### config.mk
export PLATFORM = sky130hd
export DESIGN_NAME = nf10_upb_interconnect_tx_framer
export DESIGN_NICKNAME = d
export VERILOG_FILES = /design/src/rtl/nf10_upb_interconnect_tx_framer.sv
export SDC_FILE = /design/constraint.sdc
export NUM_CORES = 1
export LEC_CHECK = 0
export CAP_MARGIN = 10
export CORE_AREA = 2 2 260 262
export DETAILED_ROUTE_END_ITERATION = 7
export DIE_AREA = 0 0 262 264
export GPL_TIMING_DRIVEN = 0
export HOLD_SLACK_MARGIN = 0.05
export PLACE_DENSITY_LB_ADDON = 0.25
export SLEW_MARGIN = 20
export SYNTH_ARGS = -nofsm -noshare
export SYNTH_HDL_FRONTEND = slang
export SYNTH_SLANG_ARGS = --single-unit
### constraint.sdc
create_clock -name axi_aclk -period 8.3 [get_ports axi_aclk]
set_input_delay 1.66 -clock axi_aclk [delete_from_list [all_inputs] [get_ports axi_aclk]]
set_output_delay 1.66 -clock axi_aclk [all_outputs]
set_load 0.03 [all_outputs]
### src/rtl/nf10_upb_interconnect_tx_framer.sv
// nf10_upb_interconnect_tx_framer
//
// Sits between the output queue and the interconnect s_axis input. The
// module puts one header word in front of every AXIS packet. The header
// carries the tuser metadata and a per-packet sequence number, because the
// serial link has no tuser sideband. While the packet passes through, the
// module adds up the byte enables and compares the total with the declared
// packet length. It keeps a packet counter and a length-error counter.
//
// Ports
//   axi_aclk, RESET              clock; synchronous active-high reset
//   s_axis_*                     input packet stream (tuser valid on first beat)
//   m_axis_tdata/tkeep/tlast     framed output stream, one register stage
//   m_axis_tuser_hdr             1 while the output word is a header
//   m_axis_tvalid/tready         output handshake
//   pkt_count                    headers emitted (wraps)
//   len_err_count                length mismatches (saturates at 255)
//
// Handshake: a word moves on a rising edge where valid && ready are both
// high. A producer holds valid and its payload until that edge. The output
// register may load when it is empty or being drained
// (load_ok = !m_axis_tvalid || m_axis_tready). s_axis_tready is a
// combinational function of state, m_axis_tvalid and m_axis_tready. It is
// never high in IDLE. In IDLE the first beat is only examined to build the
// header. The same beat is then accepted one cycle later, in DATA.

module nf10_upb_interconnect_tx_framer #(
  parameter int          C_DATA_WIDTH = 256,
  parameter logic [31:0] HDR_MAGIC    = 32'h55504231,
  parameter int          SEQ_WIDTH    = 16
) (
  input  logic                      axi_aclk,
  input  logic                      RESET,
  input  logic [C_DATA_WIDTH-1:0]   s_axis_tdata,
  input  logic [C_DATA_WIDTH/8-1:0] s_axis_tkeep,
  input  logic [13:0]               s_axis_tuser_packet_length,
  input  logic [2:0]                s_axis_tuser_in_port,
  input  logic [7:0]                s_axis_tuser_out_port,
  input  logic [2:0]                s_axis_tuser_in_vport,
  input  logic [7:0]                s_axis_tuser_out_vport,
  input  logic                      s_axis_tvalid,
  input  logic                      s_axis_tlast,
  output logic                      s_axis_tready,
  output logic [C_DATA_WIDTH-1:0]   m_axis_tdata,
  output logic [C_DATA_WIDTH/8-1:0] m_axis_tkeep,
  output logic                      m_axis_tuser_hdr,
  output logic                      m_axis_tvalid,
  output logic                      m_axis_tlast,
  input  logic                      m_axis_tready,
  output logic [31:0]               pkt_count,
  output logic [7:0]                len_err_count
);

  localparam int KEEP_W = C_DATA_WIDTH / 8;

  localparam logic [0:0] ST_IDLE = 1'b0;
  localparam logic [0:0] ST_DATA = 1'b1;

  logic [0:0]           state;
  logic [SEQ_WIDTH-1:0] seq;
  logic [13:0]          len_lat;
  logic [14:0]          byte_cnt;

  logic                    load_ok;
  logic                    take_hdr;
  logic                    take_beat;
  logic [5:0]              beat_bytes;
  logic [15:0]             byte_sum;
  logic [14:0]             byte_next;
  logic [C_DATA_WIDTH-1:0] hdr_word;

  // Count of set byte enables. Non-contiguous patterns are counted as they are.
  function automatic logic [5:0] popcount(input logic [KEEP_W-1:0] k);
    logic [5:0] n;
    n = '0;
    for (int i = 0; i < KEEP_W; i++) begin
      n = n + {5'd0, k[i]};
    end
    return n;
  endfunction

  assign load_ok       = !m_axis_tvalid || m_axis_tready;
  assign s_axis_tready = (state == ST_DATA) && load_ok;
  assign take_hdr      = (state == ST_IDLE) && s_axis_tvalid && load_ok;
  assign take_beat     = (state == ST_DATA) && s_axis_tvalid && s_axis_tready;

  // The byte count saturates, so a very long packet cannot wrap back to a
  // value that matches its declared length by accident.
  assign beat_bytes = popcount(s_axis_tkeep);
  assign byte_sum   = {1'b0, byte_cnt} + {10'd0, beat_bytes};
  assign byte_next  = byte_sum[15] ? 15'h7FFF : byte_sum[14:0];

  always_comb begin
    hdr_word                     = '0;
    hdr_word[13:0]               = s_axis_tuser_packet_length;
    hdr_word[16:14]              = s_axis_tuser_in_port;
    hdr_word[24:17]              = s_axis_tuser_out_port;
    hdr_word[27:25]              = s_axis_tuser_in_vport;
    hdr_word[35:28]              = s_axis_tuser_out_vport;
    hdr_word[36 +: SEQ_WIDTH]    = seq;
    hdr_word[95:64]              = HDR_MAGIC;
  end

  always_ff @(posedge axi_aclk) begin
    if (RESET) begin
      state            <= ST_IDLE;
      seq              <= '0;
      len_lat          <= '0;
      byte_cnt         <= '0;
      pkt_count        <= '0;
      len_err_count    <= '0;
      m_axis_tdata     <= '0;
      m_axis_tkeep     <= '0;
      m_axis_tuser_hdr <= 1'b0;
      m_axis_tvalid    <= 1'b0;
      m_axis_tlast     <= 1'b0;
    end else begin
      if (take_hdr) begin
        m_axis_tdata     <= hdr_word;
        m_axis_tkeep     <= '1;
        m_axis_tuser_hdr <= 1'b1;
        m_axis_tlast     <= 1'b0;
        m_axis_tvalid    <= 1'b1;
        len_lat          <= s_axis_tuser_packet_length;
        seq              <= seq + 1'b1;
        pkt_count        <= pkt_count + 32'd1;
        byte_cnt         <= '0;
        state            <= ST_DATA;
      end else if (take_beat) begin
        m_axis_tdata     <= s_axis_tdata;
        m_axis_tkeep     <= s_axis_tkeep;
        m_axis_tuser_hdr <= 1'b0;
        m_axis_tlast     <= s_axis_tlast;
        m_axis_tvalid    <= 1'b1;
        byte_cnt         <= byte_next;
        if (s_axis_tlast) begin
          // A mismatched packet is still forwarded. The mismatch is only counted.
          if ((byte_next != {1'b0, len_lat}) && (len_err_count != 8'hFF)) begin
            len_err_count <= len_err_count + 8'd1;
          end
          state <= ST_IDLE;
        end
      end else if (m_axis_tready) begin
        m_axis_tvalid <= 1'b0;
      end
    end
  end

endmodule

# == Word level (Yosys, flattened, before mapping) ==
# Index checks and enable logic that the tools add are counted.
# word_totals
regBits,377
inputBits,329
output_inout_bits,332
word_cells,78
# op_classes
addsub,35
eq_ne,2
n_mux,13
bitwise_logic,2
n_reduce_logical,14
# ops
operator,count
$mux 95,2
$add 6x1->6,26
$mux 32,2
$add 32x1->32 const B,1
$add 15x6->16,1
$add 16x1->16 const B,1
$mux 15,1
$ne 15x14->1,1
$add 8x1->8 const B,1
$mux 1,8
$ne 8x8->1 const B,1
$add 5x1->6,1
$logic_and 1x1->1,6
$add 4x1->5,1
$add 3x1->4,1
$reduce_and 4->1,1
$reduce_bool 2->1,2
$add 2x1->3,1
$reduce_bool 3->1,1
$add 1x1->2,1
$not 1->1,2
$reduce_and 2->1,1
$reduce_or 2->1,1
$logic_not 1->1,1
$logic_or 1x1->1,1

# == Logic depth before layout (Yosys ltp) ==
# logic_depth
ltp_word,36
depth_mapped,23
depth_no_buf,20

# == Worst setup path after synthesis ==
# OpenSTA, ideal clock, no wires.
# synth_path
kind,input -> register
from,input port s_axis_tkeep[0]
to,register len_err_count[0]
setup_time_ns,0.121
arrival_time_ns,7.385
required_ns,8.179
slack_ns,0.794
cell_stages,19
path_buffers,1
path_cell_list,fa_1 -> inv_1 -> fa_1 -> fa_1 -> fa_1 -> fa_1 -> fa_1 -> fa_1 -> fa_1 -> nor2b_1 -> o21ai_2 -> a21oi_2 -> mux2_1 -> a221o_1 -> a221oi_1 -> and4_1 -> buf_6 -> nor2_2 -> mux2_4
# synth_via
elab_chain_cells,36
# synth_lines
element,line_no,text
from (decl),35,"input logic [C_DATA_WIDTH/8-1:0] s_axis_tkeep,"
$add 1x1->2,77,"n = n + {5'd0, k[i]};"
$add 2x1->3,77,
$add 3x1->4,77,
$add 4x1->5,77,
$add 5x1->6,77,
$add 6x1->6 (26 in series),77,
$add 15x6->16,90,"assign byte_sum = {1'b0, byte_cnt} + {10'd0, beat_bytes};"
$mux 15,91,assign byte_next = byte_sum[15] ? 15'h7FFF : byte_sum[14:0];
$ne 15x14->1,138,"if ((byte_next != {1'b0, len_lat}) && (len_err_count != 8'hFF)) begin"
$logic_and 1x1->1,138,
$reduce_and 4->1 (no line),--,
to (signal assigned),139,len_err_count <= len_err_count + 8'd1;
to (decl),51,output logic [7:0] len_err_count
# No other way between the ends.
# A chain may end at the register's enable or synchronous reset.

# == Worst setup path in the final report ==
# layout_path
from,input port s_axis_tkeep[5]
to,register len_err_count[0]
# layout_via
elab_chain_cells,32
# layout_lines
element,line_no
$add 5x1->6,77
$add 6x1->6 (26 in series),77
$add 15x6->16,90
$mux 15,91
$ne 15x14->1,138
$logic_and 1x1->1,138
$reduce_and 4->1 (no line),--
# No other way between the ends.

==> run_results.csv <==
group,metric,value,unit
finish,multi_input_area,7360,um^2
logic_synthesis,synth_compound_area_share,16.0,%
power,p_per_area,233,nW/um^2
timing,setup_viol,0,
setup_path,crit_start,"s_axis_tkeep[5]",
timing,maxSlewHeadroom,37.5,%
timing,slew_violations,0,
timing,rsz0062_at_grt,"no",
detailed_routing,drc,0,
placed_design,place_hpwl,54500,um
timing,tightest_slew,937,ps
timing,fin_crit_sh,96.8,%
setup_path,crit_fanout,10,
logic_synthesis,seq_area_frac_synth,48.3,%
global_routing,grt_max_degree,13,
logic_synthesis,netlist_area,15600,um^2
setup_path,reg2reg_slack,2060,ps
global_routing,grt_pass1_vias,15700,
setup_path,critPathCapture,"len_err_count[0]",
logic_synthesis,async_reset_ff_share,0,%
logic_synthesis,synth_top_family_by_area,"simple AND/OR/NAND/NOR gates",
clock_tree,clock_latency,580,ps
placed_design,port_buffers,659,
timing,min_period,8030,ps
clock_tree,clkTransAtPathRegs,60,ps
clock_tree,cts_max_path_buffers,3,
logic_synthesis,yosys_register_bits,377,
logic_synthesis,synth.avg_cell_area,8.37,um^2
logic_synthesis,yosysWarnings,0,
die,io_pins,661,
detailed_routing,drtAntennaViolNets,0,
global_routing,grt-ovfl-total,0,
die,core,66600,um^2
detailed_routing,vias,15800,
run_status,status,"finished clean",
finish,final_common_cell,"clkdlybuf4s50_1",
setup_path,timing.rr.start,"byte_cnt[0]",
global_routing,gr-usage-all-layers,18.9,%
logic_synthesis,synth-simple-area-share,19.3,%
finish,area_growth,58.8,%
logic_synthesis,synthCells,1866,
hold_path,min_path_type,"flip-flop to flip-flop",
setup_path,critPathMaxStageDelay,590,ps
setup_path,path_cells,"clkdlybuf4s50_1 -> inv_1 -> fa_1 -> fa_1 -> fa_1 -> fa_1 -> fa_1 -> fa_1 -> fa_1 -> fa_1 -> nor2b_1 -> o21ai_2 -> a21oi_2 -> mux2_1 -> a221o_1 -> a221oi_1 -> and4_4 -> buf_6 -> nor2_2 -> mux2_4",
detailed_routing,wl,67800,um
finish,fin_util,37.3,%
logic_synthesis,synthFlopType,"dfxtp_1",
power,ir_worst_vdd,0.000383,V
detailed_routing,avgRoutedWirePerCell,19.5,um
logic_synthesis,synth_nets,2239,
logic_synthesis,synth-adder-area-share,4.77,%
clock_tree,cts_tree,"done",
setup_path,path_class,"input pin to flip-flop",
setup_path,critPathCaptureType,"flip-flop",
setup_path,critPathRequiredTime,8750,ps
finish,layout_common_cells,"clkdlybuf4s50_1, nand2_1, dfxtp_1",
setup_path,path_common_cell,"fa_1",
timing,fmax,125,MHz
finish,ff_latch_area,7550,um^2
die,fp.dieW,262,um
finish,final.fill_count,6826,
setup_path,r2r-end,"len_err_count[0]",
setup_path,start_kind,"input pin",
global_routing,grt_pass1_wl,98900,um
power,leakage,8.74,nW
logic_synthesis,synth_xor_area_share,3.12,%
detailed_routing,routed_via_density,4.52,
global_routing,antenna_found_initial,14,
timing,fin_skew,27.9,ps
detailed_routing,dr.first_iter.drc_count,746,
die,start_util,23.5,%
placed_design,gp_congestion,0.896,
logic_synthesis,synth_edf_count,0,
finish,layout.nets,2947,
finish,drive_gt1_share,4.10,%
clock_tree,cts-buffers-inserted,46,
clock_tree,cts_root_buf,"clkbuf_16",
clock_tree,cts_hold_buf,0,
logic_synthesis,synth_cell_type_count,72,
die,rows,95,
setup_path,worstRegToRegCells,18,
flow_run,maxCapViolCount,0,
die,dieArea,69200,um^2
die,fp.dieH,264,um
clock_tree,cts_num_sinks,377,
timing,hold_violations,0,
timing,timing.hold.ws,450,ps
setup_path,critPathSlowestCell,"fa_1",
setup_path,cp.arrival,8480,ps
clock_tree,h-tree-depth,2,
logic_synthesis,synthMuxAreaShare,3.85,%
detailed_routing,dr.pass1.iters,5,
==> worst min path at each step <==
stage	from	end	slack, ps	cells after the start
2_1_floorplan	len_lat[12]	len_lat[12]	440	2
5_1_grt	m_axis_tdata[110]	m_axis_tdata[110]	460	2
6_report	m_axis_tdata[73]	m_axis_tdata[73]	450	2
3_5_place_dp	m_axis_tdata[139]	m_axis_tdata[139]	450	2
4_1_cts	m_axis_tdata[90]	m_axis_tdata[90]	450	2
3_3_place_gp	m_axis_tdata[88]	m_axis_tdata[88]	440	2
==> where the power goes <==
group / total (mW) / leakage (nW) / switching [mW] / internal [mW]
Clock: 1.97 / 0.726 / 0.823 / 1.15
Sequential: 1.94 / 3.07 / 0.0484 / 1.89
Combinational: 1.88 / 4.94 / 1.08 / 0.802
==> layout make-up <==
| type | instances | area share, % |
|---|---|---|
| Tap cell | 873 | 4.40 |
| Sequential cell | 377 | 30.4 |
| Inverter | 51 | 0.772 |
| Antenna cell | 5 | 0.0504 |
| Multi-Input combinational cell | 1307 | 29.7 |
| Buffer | 131 | 2.12 |
| Clock inverter | 17 | 0.540 |
| Timing Repair Buffer | 660 | 26.6 |
| Clock buffer | 65 | 5.38 |
==> synth_stat cells, types with 7 or more instances <==
library cell / instances / area (um^2)
inv_1: 50 / 188
xnor2_1: 19 / 166
a21oi_1: 273 / 1370
a211oi_1: 56 / 420
nand4_1: 10 / 62.6
nand2_1: 477 / 1790
o21ai_0: 44 / 220
a311oi_1: 20 / 175
ha_1: 18 / 225
nor2_1: 133 / 499
and3_1: 14 / 87.6
nor2b_1: 8 / 50.1
nor3_1: 7 / 35.0
or3_1: 7 / 43.8
nand3_1: 27 / 135
xor2_1: 34 / 298
fa_1: 26 / 521
dfxtp_1: 377 / 7550
buf_1: 9 / 33.8
mux2i_1: 53 / 531
clkbuf_1: 115 / 432
==> kinds of logic (layout without fill, tap and decap cells) <==
kind of cell,count (synthesis),count (layout)
AND/OR/NAND/NOR,721,721
multiplexers,58,58
other,0,5
flip-flops,377,377
buffers and inverters,182,924
XOR/XNOR,54,54
adder cells (fa/ha/maj),44,44
AO/OA/AOI/OAI,430,430
==> per-layer routing <==
metal	track usage [%]	up-vias	part of all wire (%)
met5	0	-	0.18
met4	7.07	18	3.1
met3	5.06	126	6.2
met2	31.9	448	49
met1	22.8	7485	41
li1	-	7680	-
==> critical path: cells and delay by family <==
family / cells / cell delay, ps
buf+inv: 3 / 740
compound gates: 4 / 970
mux: 2 / 650
simple gates: 3 / 560
fa+ha+maj: 8 / 3890
==> metrics by stage <==
step	setup TNS, ps	cell area (um^2)	setup slack [ps]	power, mW	cells
after global routing	0	24800	0.0107	6.12	3486
after detailed placement	-2240	23300	-360	3.82	3398
after CTS	0	24800	225	5.83	3480
final	0	24800	270	5.79	3486
after global placement	-2400	23300	-379	3.81	3398
after floorplan	0	15600	794	3.16	1866
==> registers in the layout, summed over array words and instances (netlist names), 8 cells and up <==
register,cells
pkt_count,32
m_axis_tdata,256
len_lat,14
len_err_count,8
seq,16
byte_cnt,15
m_axis_tkeep,32
==> repair_timing <==
| action | CTS | global route |
|---|---|---|
| setup buffers | 0 | 1 |
| resized for setup | 0 | 4 |
| endpoints found under the setup margin | 0 | 4 |
Power figures use the tool's default switching activity.
